File: src/rtl/sat_counter.sv
// ----------------------------------------------------------------------------
// sat_counter
// Up-counter that sticks at all-ones instead of wrapping. A synchronous
// clear takes priority over an increment in the same cycle.
//
// Ports:
//   clk    in   system clock
//   rst    in   asynchronous reset, active-high
//   i_inc  in   add one this cycle (ignored once saturated)
//   i_clr  in   synchronous clear to zero, wins over i_inc
//   o_cnt  out  current count
// ----------------------------------------------------------------------------
module sat_counter #(
    parameter int P_W = 32
) (
    input  logic           clk,
    input  logic           rst,
    input  logic           i_inc,
    input  logic           i_clr,
    output logic [P_W-1:0] o_cnt
);

    logic [P_W-1:0] r_cnt;

    // NOTE: state is updated with non-blocking assignments so every flop
    // samples the pre-edge values, independent of statement order.
    always_ff @(posedge clk or posedge rst) begin
        if (rst) begin
            r_cnt <= '0;
        end else if (i_clr) begin
            r_cnt <= '0;
        end else if (i_inc && (r_cnt != '1)) begin
            r_cnt <= r_cnt + P_W'(1);
        end
    end

    assign o_cnt = r_cnt;

endmodule

File: config.mk
export PLATFORM = sky130hd
export DESIGN_NAME = sat_counter
export DESIGN_NICKNAME = d
export VERILOG_FILES = /design/src/rtl/sat_counter.sv
export SDC_FILE = /design/constraint.sdc
export NUM_CORES = 1
export LEC_CHECK = 0
export ABC_AREA = 1
export CORE_MARGIN = 2
export CORE_UTILIZATION = 65
export CTS_BUF_LIST = sky130_fd_sc_hd__clkbuf_8 sky130_fd_sc_hd__clkbuf_16
export CTS_CLUSTER_DIAMETER = 60
export DETAILED_ROUTE_END_ITERATION = 7
export DONT_BUFFER_PORTS = 1
export PLACE_DENSITY_LB_ADDON = 0.1
export SYNTH_ARGS = -nofsm -noshare
export SYNTH_HDL_FRONTEND = slang
export SYNTH_SLANG_ARGS = --single-unit
File: constraint.sdc
create_clock -name clk -period 2.8 [get_ports clk]
set_clock_uncertainty 0.15 [all_clocks]
set_input_delay 0.28 -clock clk [delete_from_list [all_inputs] [get_ports clk]]
set_output_delay 0.28 -clock clk [all_outputs]
set_load 0.01 [all_outputs]
### Word-level counts from Yosys, hierarchy flattened

Index checks and enable logic that the tools add are counted.
Widths: inputs -> output; s select.

| storage, ports and cells | value |
|---|---|
| memories kept | 0 |
| register bits after elaboration | 32 |
| logic and storage cells | 7 |
| bits of input ports | 4 |
| output and inout bits | 32 |
| ROM bits | 0 |
| memory bits (writable) | 0 |
| latch bits | 0 |

| cells by class | value |
|---|---|
| bitwise logic cells | 0 |
| $lt $le $gt $ge | 0 |
| div/mod/pow operators | 0 |
| equal/unequal tests | 1 |
| shifts and indexed selects | 0 |
| $add $sub $neg | 1 |
| reductions and logical operators | 2 |
| $mul | 0 |
| mux-type cells | 2 |

Operators with widths:

| kind | count |
|---|---|
| $mux 32 | 2 |
| $add 32x1->32 const B | 1 |
| $ne 32x32->1 const B | 1 |
| $reduce_bool 2->1 | 1 |
| $logic_and 1x1->1 | 1 |

### Logic depth before layout (Yosys ltp)

| depth | value |
|---|---|
| depth after elaboration | 4 |
| depth in mapped cells | 12 |
| mapped depth without buffers | 11 |

### Worst setup path before layout

No wires, ideal clock.

| timing path | value |
|---|---|
| kind | flip-flop to flip-flop |
| start | register r_cnt[1] (netlist: o_cnt[1]) |
| end | register r_cnt[13] (netlist: o_cnt[13]) |
| path slack | 0.887 ns |
| data arrival time | 1.646 ns |
| cell stages (with the launch flop) | 13 |
| clock period less this slack | 1.913 ns |
| cells stage by stage | dfrtp_1 > ha_1 > nand2_1 > nor2_2 > nand2_4 > nor2_8 > nand2_4 > nand2_4 > nand2_4 > buf_6 > buf_8 > nand2_1 > nand2_1 |

| on the way | value |
|---|---|
| longest elaborated chain between the ends | 3 |

Ends and longest elaborated chain:

| element | RTL line | RTL |
|---|---|---|
| start: declaration | 23 | `logic [P_W-1:0] r_cnt;` |
| start signal: assignment | 33 | `r_cnt <= r_cnt + P_W'(1);` |
| $add 32x1->32 or $ne 32x32->1 (tied branches) | 33, 32 |  |
| $mux 32 or $logic_and 1x1->1 (tied branches) | 32 | `end else if (i_inc && (r_cnt != '1)) begin` |
| $mux 32 or $reduce_bool 2->1 (tied branches) | -- |  |

Several ways; a longest one is shown, not always the timed one. The select of a mux whose other input is x is not followed.
A chain may end at the register's enable or synchronous reset.

### Worst setup path in the final report

| timing path | value |
|---|---|
| start | register r_cnt[1] (netlist: o_cnt[1]) |
| end | register r_cnt[25] (netlist: o_cnt[25]) |

The elaborated chain is that of the path after synthesis.

==> summary.md <==
| Metric | Value |
|---|---|
| Outcome | `finished clean` |
| Remaining DRCs | `0` |
| Final period util | `0.8176` |
| First-pass GRT wire length | `9.466 mm` |
| Req. time, crit path | `2.88 ns` |
| Peak supply drop | `0.3182 mV` |
| Max Clk Rate | `0.4368 GHz` |
| Unrepaired setup endpoints after global routing | `false` |
| Syn nets | `365` |
| Sequential element share of the synthesized area | `0.3520` |
| DRT antenna net count | `0` |
| Hold_ws | `0.005039 ns` |
| Ant. Diodes | `0` |
| Worst-skew pair later-pin latency | `0.29 ns` |
| Detailed placement HPWL | `3.960 mm` |
| CTS tree | `yes` |
| Full die area | `3989 um2` |
| Iter 0 DRT Violations | `211` |
| Antenna violations before repair | `0` |
| Post-CTS setup repair buffer count | `0` |
| Crit path max fanout | `21` |
| Arr. time, crit path | `2.37 ns` |
| Die X | `63.16 um` |
| Final total power | `883.6 uW` |
| Cell variety after synth | `29` |
| Most common cell after layout, fill and taps aside | `nand2_1` |
| H-tree depth | `2` |
| Utilization after layout | `0.7259` |
| P_leak | `1.148 nW` |
| Nets | `370` |
| Max Cap Violations | `0` |
| Power Dens Cells | `364.8 nW/um2` |
| Post_cts resized | `0` |
| Slew headroom | `0.6382` |
| DRT Pass-1 Iters | `5` |
| Max reg flops | `32` |
| Initial Util | `0.6817` |
| Sink Count | `32` |
| GRT Total Usage | `0.3029` |
| Syn. warnings | `0` |
| Root Buffer | `clkbuf_8` |
| Max stage delay on crit path | `0.44 ns` |
| Worst slew pin tran | `0.5407 ns` |
| Die height | `63.16 um` |
| Setup Crit Path Kind | `reg2reg` |
| Fillcell total | `304` |
| Most used cell along the critical path | `nand2_4` |
| Finish-stage setup viols | `0` |
| Slowest stage cell, crit path | `dfrtp_1` |
| Area delta synth->final | `6.490%` |
| # port buffers | `0` |
| Min-Delay Path Class | `in2reg` |
| #FFs+latches synth | `32` |
| Top Family by Delay on Critical Path | `simple AND/OR/NAND/NOR gates` |
| Routability congestion estimate from global placement | `0.9126` |
| Worst setup EP type | `flop` |
| Number of global-route vias before repair | `2050` |
| DR vias/cell | `5.485` |
| Avg Synthesized Cell Area | `6.319 um2` |
| Crit path time final | `2.289 ns` |
| CTS clk-pin slew, worst paths | `0.07 ns` |
| Routed len/inst | `13.23 um` |
| Syn Inst Count | `360` |
| Via count | `2260` |
| GRT overflow | `0` |
| Drt total wl | `5.450 mm` |
| Largest net degree at the start of global routing | `33` |
| Layout cells sized above 1 | `0.08197` |
| WHS Path Cells | `3` |
| Core Rows | `21` |
| I/O Pins | `36` |
| Clock buffer depth | `2` |
| TritonCTS Buffers | `5` |
| Register-to-Register Path Depth | `11` |
| Hold Buf Count CTS | `2` |
| Buf/Inv on CP | `1` |
| Core box area | `3337 um2` |
| Stages on the worst setup path | `11` |
| Pins Over Slew Limit | `0` |
| Most frequent cells in the layout | `nand2_1 (143), nor2_1 (55), inv_1 (34)` |
| Worst setup SP type | `flop` |
| Sum Neg Setup Slack | `0 ns` |
| Final hold violations | `0` |
| Synth Cell Area | `2275 um2` |
| Worst path cell trace | `ha_1, nand2_1, nor2_2, nand2_4, nor2_8, nand2_4, nand2_4, nand2_4, inv_2, nand2_1, nand2_1` |
-- tightest hold or removal path: stages --
cell     delay [ns]
nor2_1         0.02
nand2_1        0.05
o21ai_1        0.05
-- worst paths after layout --
check,startpoint,to,slack (ns)
hold / removal,i_clr,o_cnt[3]$_DFFE_PP0P_,0.005
hold reg to reg,o_cnt[1]$_DFFE_PP0P_,o_cnt[1]$_DFFE_PP0P_,0.44
setup reg to reg,o_cnt[1]$_DFFE_PP0P_,o_cnt[25]$_DFFE_PP0P_,0.51
min in group asynchronous,rst,o_cnt[30]$_DFFE_PP0P_,0.36
max in group asynchronous,rst,o_cnt[12]$_DFFE_PP0P_,1.85
setup / recovery,o_cnt[1]$_DFFE_PP0P_,o_cnt[25]$_DFFE_PP0P_,0.51
-- power by group --
group          internal, mW  switching (mW)
Clock                 0.196           0.173
Combinational        0.0109          0.0350
Sequential            0.465         0.00419
-- per-layer routing --
metal	part of all wire	vias up	wire length [um]	global-route usage
li1	-	1132	-	-
met1	0.45	1018	2445	0.4099
met2	0.46	104	2500	0.4761
met3	0.083	6	451	0.07679
met4	0.0097	0	53	0.09444
met5	0	-	0	0
-- cell families after synthesis --
kind of cell,after synthesis,synth area share
xor+xnor,4,0.01540
compound gates,22,0.05555
simple gates,257,0.4890
fa+ha+maj,1,0.005500
buf+inv,44,0.08250
flops,32,0.3520
-- final cells by class --
cell class	instances	area [um2]	area share
Tap cell	46	57.56	0.02376
Inverter	36	135.1	0.05579
Clock buffer	6	82.58	0.03409
Timing Repair Buffer	6	50.05	0.02066
Clock inverter	2	10.01	0.004132
Sequential cell	32	800.8	0.3306
Multi-Input combinational cell	284	1286	0.5310
-- synthesized netlist by cell type (all sizes together) --
library cell  number  share of area
xor2               3          0.012
buf                5          0.018
o21ai             17          0.042
a21oi              3         0.0066
dfrtp             32           0.35
nor3               2         0.0044
nand3b             1         0.0033
clkbuf             3         0.0050
inv               35          0.058
or2                1         0.0028
nor2              61           0.12
nand4             10          0.028
ha                 1         0.0055
and2               2         0.0055
nand2            150           0.26
xnor2              1         0.0039
o21bai             2         0.0066
clkinv             1         0.0016
nand3             30          0.066
-- per-stage QoR --
| step | std cells | worst slack [ns] | area, um2 |
|---|---|---|---|
| finish | 412 | 0.5107 | 2422 |
| global route | 412 | 0.2570 | 2422 |
| CTS | 412 | 0.5008 | 2422 |
| detailed placement | 402 | 0.5196 | 2310 |
| global placement | 402 | 0.6174 | 2310 |
| floorplan | 360 | 0.8871 | 2275 |
No activity file was read; power rests on OpenSTA's default activity.
